## src/rtl/pe_sched_pkg.sv

```systemverilog
// Shared types and constants for the PE row scheduler.
package pe_sched_pkg;

  localparam int DATA_WIDTH   = 16;
  localparam int MAX_KERNEL   = 7;
  localparam int W_WIDTH      = 10;
  localparam int C_WIDTH      = 8;
  localparam int DEF_PIPE_LAT = 3;

  typedef enum logic [2:0] {
    S_IDLE,
    S_LOAD_FLTR,
    S_STREAM,
    S_DRAIN,
    S_DONE
  } sched_state_e;

  typedef struct packed {
    logic [2:0]         kernel_size;
    logic [W_WIDTH-1:0] ifmap_width;
    logic [C_WIDTH-1:0] channels;
  } cfg_t;

  function automatic logic cfg_legal(cfg_t c);
    return (c.kernel_size != 3'd0) &&
           (int'(c.kernel_size) <= MAX_KERNEL) &&
           (c.ifmap_width >= W_WIDTH'(c.kernel_size)) &&
           (c.channels != C_WIDTH'(0));
  endfunction

endpackage

```

## src/rtl/pe_row_scheduler_if.sv

```systemverilog
// Feeder-side handshake bundle between the DMA FIFOs and the row scheduler.
// A word moves in every cycle where valid and ready are both high; valid may
// not depend on ready, and the scheduler never raises both readies at once.
interface pe_row_scheduler_if;
  logic fltr_valid;
  logic fltr_ready;
  logic ifmap_valid;
  logic ifmap_ready;

  modport master (output fltr_valid, ifmap_valid, input fltr_ready, ifmap_ready);
  modport slave  (input fltr_valid, ifmap_valid, output fltr_ready, ifmap_ready);
endinterface

```

## src/rtl/psum_valid_pipe.sv

```systemverilog
// Valid/column delay line that times psum_capture against the PE MAC latency.
module psum_valid_pipe #(
  parameter int DEPTH = 4,
  parameter int COL_W = 10
) (
  input  logic             clk,
  input  logic             rstn,
  input  logic             flush,
  input  logic             in_valid,
  input  logic [COL_W-1:0] in_col,
  output logic             out_valid,
  output logic [COL_W-1:0] out_col,
  output logic             drained
);

  logic [DEPTH-1:0] vld;
  logic [COL_W-1:0] col_sr [DEPTH];

  always_ff @(posedge clk or negedge rstn) begin
    if (!rstn) begin
      vld <= '0;
      for (int i = 0; i < DEPTH; i++) col_sr[i] <= '0;
    end else if (flush) begin
      vld <= '0;
    end else begin
      vld       <= {vld[DEPTH-2:0], in_valid};
      col_sr[0] <= in_valid ? in_col : '0;
      for (int i = 1; i < DEPTH; i++) col_sr[i] <= col_sr[i-1];
    end
  end

  assign out_valid = vld[DEPTH-1];
  assign out_col   = vld[DEPTH-1] ? col_sr[DEPTH-1] : '0;
  // Only the output stage may still be occupied: it empties on this edge.
  assign drained   = ~|vld[DEPTH-2:0];

endmodule

```

## src/rtl/pe_row_scheduler.sv

```systemverilog
// Sequences one PE row through K filter taps and W ifmap words per channel,
// timing psum captures for every valid output column.
module pe_row_scheduler
  import pe_sched_pkg::*;
#(
  parameter int PIPE_LAT = DEF_PIPE_LAT
) (
  input  logic                     clk,
  input  logic                     rstn,
  input  logic                     start,
  input  logic                     abort,
  input  logic [2:0]               cfg_kernel_size,
  input  logic [W_WIDTH-1:0]       cfg_ifmap_width,
  input  logic [C_WIDTH-1:0]       cfg_channels,
  pe_row_scheduler_if.slave        feed,
  output logic                     pe_ready,
  output logic                     pe_fltr_load,
  output logic                     pe_external,
  output logic                     pe_ipsum_clear,
  output logic [2:0]               kernel_size,
  output logic                     psum_capture,
  output logic [W_WIDTH-1:0]       psum_col,
  output logic                     busy,
  output logic                     done,
  output logic                     cfg_err,
  output sched_state_e             dbg_state
);

  sched_state_e       state, state_d;
  cfg_t               cfg_in, cfg_q;
  logic [2:0]         tap;
  logic [W_WIDTH-1:0] col, km1, launch_col;
  logic [C_WIDTH-1:0] ch;
  logic               pe_ready_q, cfg_err_q;
  logic               fltr_hs, ifmap_hs, start_ok;
  logic               last_tap, last_col, last_ch, launch, pipe_drained;

  assign cfg_in   = '{kernel_size: cfg_kernel_size,
                      ifmap_width: cfg_ifmap_width,
                      channels:    cfg_channels};
  assign start_ok = start && cfg_legal(cfg_in);

  assign feed.fltr_ready  = (state == S_LOAD_FLTR);
  assign feed.ifmap_ready = (state == S_STREAM);
  assign fltr_hs  = feed.fltr_valid  && feed.fltr_ready;
  assign ifmap_hs = feed.ifmap_valid && feed.ifmap_ready;

  assign last_tap   = (tap == cfg_q.kernel_size - 3'd1);
  assign last_col   = (col == cfg_q.ifmap_width - W_WIDTH'(1));
  assign last_ch    = (ch == cfg_q.channels - C_WIDTH'(1));
  assign km1        = W_WIDTH'(cfg_q.kernel_size) - W_WIDTH'(1);
  // The first K-1 words of a channel only prime the PE shifter.
  assign launch     = ifmap_hs && (col >= km1) && !abort;
  assign launch_col = col - km1;

  always_ff @(posedge clk or negedge rstn) begin
    if (!rstn) state <= S_IDLE;
    else       state <= state_d;
  end

  always_comb begin
    state_d = state;
    case (state)
      S_IDLE:      if (start_ok) state_d = S_LOAD_FLTR;
      S_LOAD_FLTR: if (fltr_hs && last_tap) state_d = S_STREAM;
      S_STREAM:    if (ifmap_hs && last_col) state_d = last_ch ? S_DRAIN : S_LOAD_FLTR;
      S_DRAIN:     if (pipe_drained) state_d = S_DONE;
      S_DONE:      state_d = S_IDLE;
      default:     state_d = S_IDLE;
    endcase
    if (abort) state_d = S_IDLE;
  end

  always_ff @(posedge clk or negedge rstn) begin
    if (!rstn) begin
      cfg_q      <= '0;
      tap        <= '0;
      col        <= '0;
      ch         <= '0;
      pe_ready_q <= 1'b0;
      cfg_err_q  <= 1'b0;
    end else begin
      pe_ready_q <= ifmap_hs && !abort;
      cfg_err_q  <= (state == S_IDLE) && start && !abort && !cfg_legal(cfg_in);
      if (abort) begin
        tap <= '0;
        col <= '0;
        ch  <= '0;
      end else begin
        case (state)
          S_IDLE: if (start_ok) begin
            cfg_q <= cfg_in;
            tap   <= '0;
            ch    <= '0;
          end
          S_LOAD_FLTR: if (fltr_hs) begin
            if (last_tap) begin
              tap <= '0;
              col <= '0;
            end else begin
              tap <= tap + 3'd1;
            end
          end
          S_STREAM: if (ifmap_hs) begin
            col <= col + W_WIDTH'(1);
            if (last_col && !last_ch) ch <= ch + C_WIDTH'(1);
          end
          // Return ch to 0 so IDLE presents the memory-fed PE configuration.
          S_DONE: ch <= '0;
          default: ;
        endcase
      end
    end
  end

  psum_valid_pipe #(
    .DEPTH (PIPE_LAT + 1),
    .COL_W (W_WIDTH)
  ) u_pipe (
    .clk       (clk),
    .rstn      (rstn),
    .flush     (abort),
    .in_valid  (launch),
    .in_col    (launch_col),
    .out_valid (psum_capture),
    .out_col   (psum_col),
    .drained   (pipe_drained)
  );

  assign pe_ready       = pe_ready_q;
  assign pe_fltr_load   = fltr_hs;
  assign pe_external    = (ch == C_WIDTH'(0));
  assign pe_ipsum_clear = busy && (ch == C_WIDTH'(0));
  assign kernel_size    = cfg_q.kernel_size;
  assign busy           = (state != S_IDLE);
  assign done           = (state == S_DONE);
  assign cfg_err        = cfg_err_q;
  assign dbg_state      = state;

endmodule

```

## src/flat_wrapper.sv

```systemverilog
// flat-port wrapper written by rule: the top's interface ports become plain ports
module pe_row_scheduler_flat import pe_sched_pkg::*;
#(
  parameter int PIPE_LAT = DEF_PIPE_LAT
)
  (clk, rstn, start, abort, cfg_kernel_size, cfg_ifmap_width, cfg_channels, pe_ready, pe_fltr_load, pe_external, pe_ipsum_clear, kernel_size, psum_capture, psum_col, busy, done, cfg_err, dbg_state, feed_fltr_valid, feed_ifmap_valid, feed_fltr_ready, feed_ifmap_ready);
  pe_row_scheduler_if feed_i ();
  input  logic clk;
  input  logic rstn;
  input  logic start;
  input  logic abort;
  input  logic [2:0] cfg_kernel_size;
  input  logic [W_WIDTH-1:0] cfg_ifmap_width;
  input  logic [C_WIDTH-1:0] cfg_channels;
  output logic pe_ready;
  output logic pe_fltr_load;
  output logic pe_external;
  output logic pe_ipsum_clear;
  output logic [2:0] kernel_size;
  output logic psum_capture;
  output logic [W_WIDTH-1:0] psum_col;
  output logic busy;
  output logic done;
  output logic cfg_err;
  output sched_state_e dbg_state;
  input wire logic [$bits(feed_i.fltr_valid)-1:0] feed_fltr_valid;
  input wire logic [$bits(feed_i.ifmap_valid)-1:0] feed_ifmap_valid;
  output wire logic [$bits(feed_i.fltr_ready)-1:0] feed_fltr_ready;
  output wire logic [$bits(feed_i.ifmap_ready)-1:0] feed_ifmap_ready;
  assign feed_i.fltr_valid = feed_fltr_valid;
  assign feed_i.ifmap_valid = feed_ifmap_valid;
  assign feed_fltr_ready = feed_i.fltr_ready;
  assign feed_ifmap_ready = feed_i.ifmap_ready;
  pe_row_scheduler #(.PIPE_LAT(PIPE_LAT)) u_core (.clk(clk), .rstn(rstn), .start(start), .abort(abort), .cfg_kernel_size(cfg_kernel_size), .cfg_ifmap_width(cfg_ifmap_width), .cfg_channels(cfg_channels), .feed(feed_i), .pe_ready(pe_ready), .pe_fltr_load(pe_fltr_load), .pe_external(pe_external), .pe_ipsum_clear(pe_ipsum_clear), .kernel_size(kernel_size), .psum_capture(psum_capture), .psum_col(psum_col), .busy(busy), .done(done), .cfg_err(cfg_err), .dbg_state(dbg_state));
endmodule
```

## config.mk

```make
export PLATFORM = sky130hd
export DESIGN_NAME = pe_row_scheduler_flat
export DESIGN_NICKNAME = d
export VERILOG_FILES = /design/src/rtl/pe_sched_pkg.sv /design/src/rtl/pe_row_scheduler_if.sv /design/src/rtl/psum_valid_pipe.sv /design/src/rtl/pe_row_scheduler.sv /design/src/flat_wrapper.sv
export SDC_FILE = /design/constraint.sdc
export NUM_CORES = 1
export LEC_CHECK = 0
export ABC_CLOCK_PERIOD_IN_PS = 2600
export CAP_MARGIN = 10
export CORE_UTILIZATION = 52
export DETAILED_ROUTE_END_ITERATION = 16
export PLACE_DENSITY = 0.77
export SLEW_MARGIN = 10
export SYNTH_ARGS = -nofsm -noshare
export SYNTH_HDL_FRONTEND = slang
export SYNTH_SLANG_ARGS = --single-unit
```

## constraint.sdc

```tcl
create_clock -name clk -period 2.6 [get_ports clk]
set_input_delay 0.52 -clock clk [delete_from_list [all_inputs] [get_ports clk]]
set_output_delay 0.52 -clock clk [all_outputs]
set_load 0.1 [all_outputs]
```

==> summary.md <==
| Metric | Value |
|---|---|
| Outcome | finished, final reports clean |
| Clock Pin Slew Worst Setup and Hold Paths | 0.09 ns |
| Die Height | 102 um |
| Slew HR | 0.642 |
| Grt ovf | 0 |
| Vias per inst | 5.67 |
| Crit-path slowest cell | or4b_4 |
| Initial antenna violation count | 0 |
| Post-synth EDFFs | 0 |
| Clock root buffer | clkbuf_8 |
| Via count | 4097 |
| Synth Area per Inst | 10.3 sq um |
| Number of buffers added on ports | 52 |
| Die area | 0.0103 sq mm |
| # rows | 35 |
| Final Skew | 0.00842 ns |
| FILL cells | 737 |
| GRT Total Usage | 0.229 |
| Final min period | 2.58 ns |
| Post-DP HPWL | 8180 um |
| DRT iter0 DRCs | 156 |
| Period utilization | 0.992 |
| Worst path cell trace | inv_1, ha_2, or4b_4, nor4_4, xnor2_1, and3_4, a31oi_4, or3_4, mux2_4 |
| Num ports | 53 |
| Highest clock rate | 388 MHz |
| Pins Over Slew Limit | 0 |
| Net Count, Synth | 549 |
| Final Routed Wirelength | 11100 um |
| DRC | 0 |
| Leak | 2.94 nW |
| Layout cell share with drive strength beyond 1 | 0.302 |
| 1st-pass router iterations | 4 |
| Post-route insts no fill | 722 |
| CP max stage delay | 0.51 ns |
| Worst EP required | 2.85 ns |
| Vias in the first global route | 3921 |
| Peak supply drop | 0.000848 V |
| Starting Density | 0.547 |
| CTS tree | built |
| Commonest non-fill, non-tap cells in the layout | dfrtp_1, buf_4, mux2_2 |
| Final ANT Viol Nets | 0 |
| GR Util met2 | 0.367 |
| Deepest clock path buffer count | 2 |
| Die width | 102 um |
| Final WS setup | 0.0208 ns |
| Final hold viol count | 0 |
| Placement Setup Slack | -0.230 ns |
| Mapped Area | 0.00515 sq mm |
| Post-synth cell types | 61 |
| Post-synth ARST share | 1.00 |
| Met3 Resource Use GR | 0.0386 |
| Core ar. | 0.00942 sq mm |
| Placed insts | 703 |
| Avg WL per Cell | 15.4 um |
| Pin count of the biggest net entering global routing | 56 |
| Min-delay worst type | primary input to async pin |
| H-tree levels | 3 |
| Crit start category | flip-flop |
| Pwr dens | 993 mW/mm^2 |
| CP endpoint kind | flip-flop |
| Antenna cells | 0 |
| Worst-skew pair later-pin latency | 0.36 ns |
| FF+latch count, synth | 91 |
| Most common cell after layout, fill and taps aside | dfrtp_1 |
| Syn. warnings | 0 |
| Synthesis-to-layout area growth | 24.4% |
| Main synth FF type | dfrtp_1 |
| Placer Congestion | 0.854 |
| Worst slew pin tran | 0.537 ns |
| CP Class | flip-flop to flip-flop |
| First-pass GRT wire length | 18500 um |
| Global-route met1 utilization | 0.318 |
| Sequential fraction of the synthesis area | 0.442 |
| Post-synthesis instance total | 501 |
| RSZ-0062 raised after global routing | true |
| CTS Buf Count | 9 |
| Max FO, Critical Path | 3 |
| Clock Sinks | 91 |
| Crit path arrival time | 2.83 ns |
| Top Usage Layer GRT | met2 |
| Final setup fails | 0 |
| Nets | 636 |
| Max Cap Viol | 0 |
==> critical path: cells and delay by family (launching register included) <==
kind                     cells  cell delay, ns
multiplexers                 1            0.31
AND/OR/NAND/NOR              4            1.27
buffers and inverters        1            0.06
AO/OA/AOI/OAI                1            0.10
flip-flops                   1            0.40
XOR/XNOR                     1            0.15
adder cells (fa/ha/maj)      1            0.16
==> stage by stage <==
| step | hold WS [ns] | power (mW) | setup TNS [ns] | area, sq um | utilization |
|---|---|---|---|---|---|
| 2_1_floorplan | 0.224 | 4.20 | -0.430 | 5240 | - |
| 3_3_place_gp | 0.469 | 5.13 | -2.71 | 6120 | 0.650 |
| 3_5_place_dp | 0.479 | 5.23 | -4.58 | 6120 | 0.650 |
| 4_1_cts | 0.138 | 6.27 | 0 | 6360 | 0.675 |
| 5_1_grt | 0.157 | 6.72 | -0.0694 | 6410 | 0.680 |
| 6_report | 0.129 | 6.36 | 0 | 6410 | 0.680 |
==> where the power goes <==
part / total [mW] / switching [mW] / internal (mW)
clock network: 0.941 / 0.531 / 0.410
logic: 3.53 / 2.00 / 1.53
registers: 1.89 / 0.263 / 1.63
total: 6.36 / 2.79 / 3.57
==> worst paths after layout <==
check | from | end | slack [ns] | cells after the start
setup / recovery | u_core.cfg_q[9] | u_core.dbg_state[1] | 0.02 | 9
hold / removal | rstn | u_core.col[6] | 0.13 | 1
setup reg to reg | u_core.cfg_q[9] | u_core.dbg_state[1] | 0.02 | 9
max in group asynchronous | rstn | u_core.dbg_state[0] | 1.79 | 2
min in group clk | u_core.u_pipe.col_sr[36] | u_core.u_pipe.col_sr[36] | 0.50 | 2
hold reg to reg | u_core.u_pipe.col_sr[36] | u_core.u_pipe.col_sr[36] | 0.50 | 2
==> metal layers <==
layer / vias up / wire length (um)
li1: 1971 / -
met1: 1995 / 5130
met5: - / 0
met3: 11 / 477
met2: 120 / 5380
met4: 0 / 114
==> final cells by class <==
cell class | count | area [sq um] | share of cell area
Multi-Input combinational cell | 367 | 2820 | 0.440
Sequential cell | 91 | 2280 | 0.356
Timing Repair Buffer | 93 | 843 | 0.132
Tap cell | 129 | 161 | 0.0252
Clock buffer | 11 | 151 | 0.0236
Inverter | 26 | 105 | 0.0164
Clock inverter | 5 | 41.3 | 0.00645
==> cell usage after synthesis (3+ instances only) <==
library cell | number | share of area
and3_1 | 13 | 0.016
nor2_1 | 29 | 0.021
mux2_2 | 50 | 0.11
nand2b_1 | 8 | 0.0097
or3_1 | 5 | 0.0061
o21ai_0 | 45 | 0.044
nand3_1 | 7 | 0.0068
nor3_1 | 8 | 0.0078
nor2b_1 | 8 | 0.0097
buf_4 | 3 | 0.0044
clkbuf_1 | 9 | 0.0066
o211ai_1 | 4 | 0.0058
a21oi_1 | 14 | 0.014
xor2_1 | 13 | 0.022
or2_2 | 3 | 0.0036
ha_1 | 20 | 0.049
inv_1 | 26 | 0.019
o22ai_1 | 4 | 0.0049
and2_1 | 13 | 0.016
a31oi_1 | 6 | 0.0073
nor4_1 | 7 | 0.0085
xnor2_1 | 18 | 0.031
nand2_1 | 35 | 0.026
nand4_1 | 11 | 0.013
dfrtp_1 | 91 | 0.44
==> timing repair <==
action,in CTS,in global routing
buffers inserted,3,0
pin swaps,4,3
endpoints found under the setup margin,4,17
gates resized for setup,7,9
hold buffers,0,0
hold endpoints to repair,0,0
==> cells by family after synthesis <==
logic type / count (synthesis) / share of synthesized area
fa+ha+maj: 21 / 0.0525
xor+xnor: 31 / 0.0527
buf+inv: 43 / 0.0367
compound gates: 102 / 0.133
mux: 52 / 0.114
flops: 91 / 0.442
simple gates: 161 / 0.169
==> registers in the layout, indices dropped and copies added, names as in the netlist <==
register and flops:
u_core.cfg_q 18, u_core.pe_ready 1, u_core.u_pipe.vld 4, u_core.dbg_state 3, u_core.tap 3, u_core.ch 8
u_core.cfg_err 1, u_core.u_pipe.col_sr 40, u_core.col 10, u_core.kernel_size 3
Power figures use the tool's default switching activity.
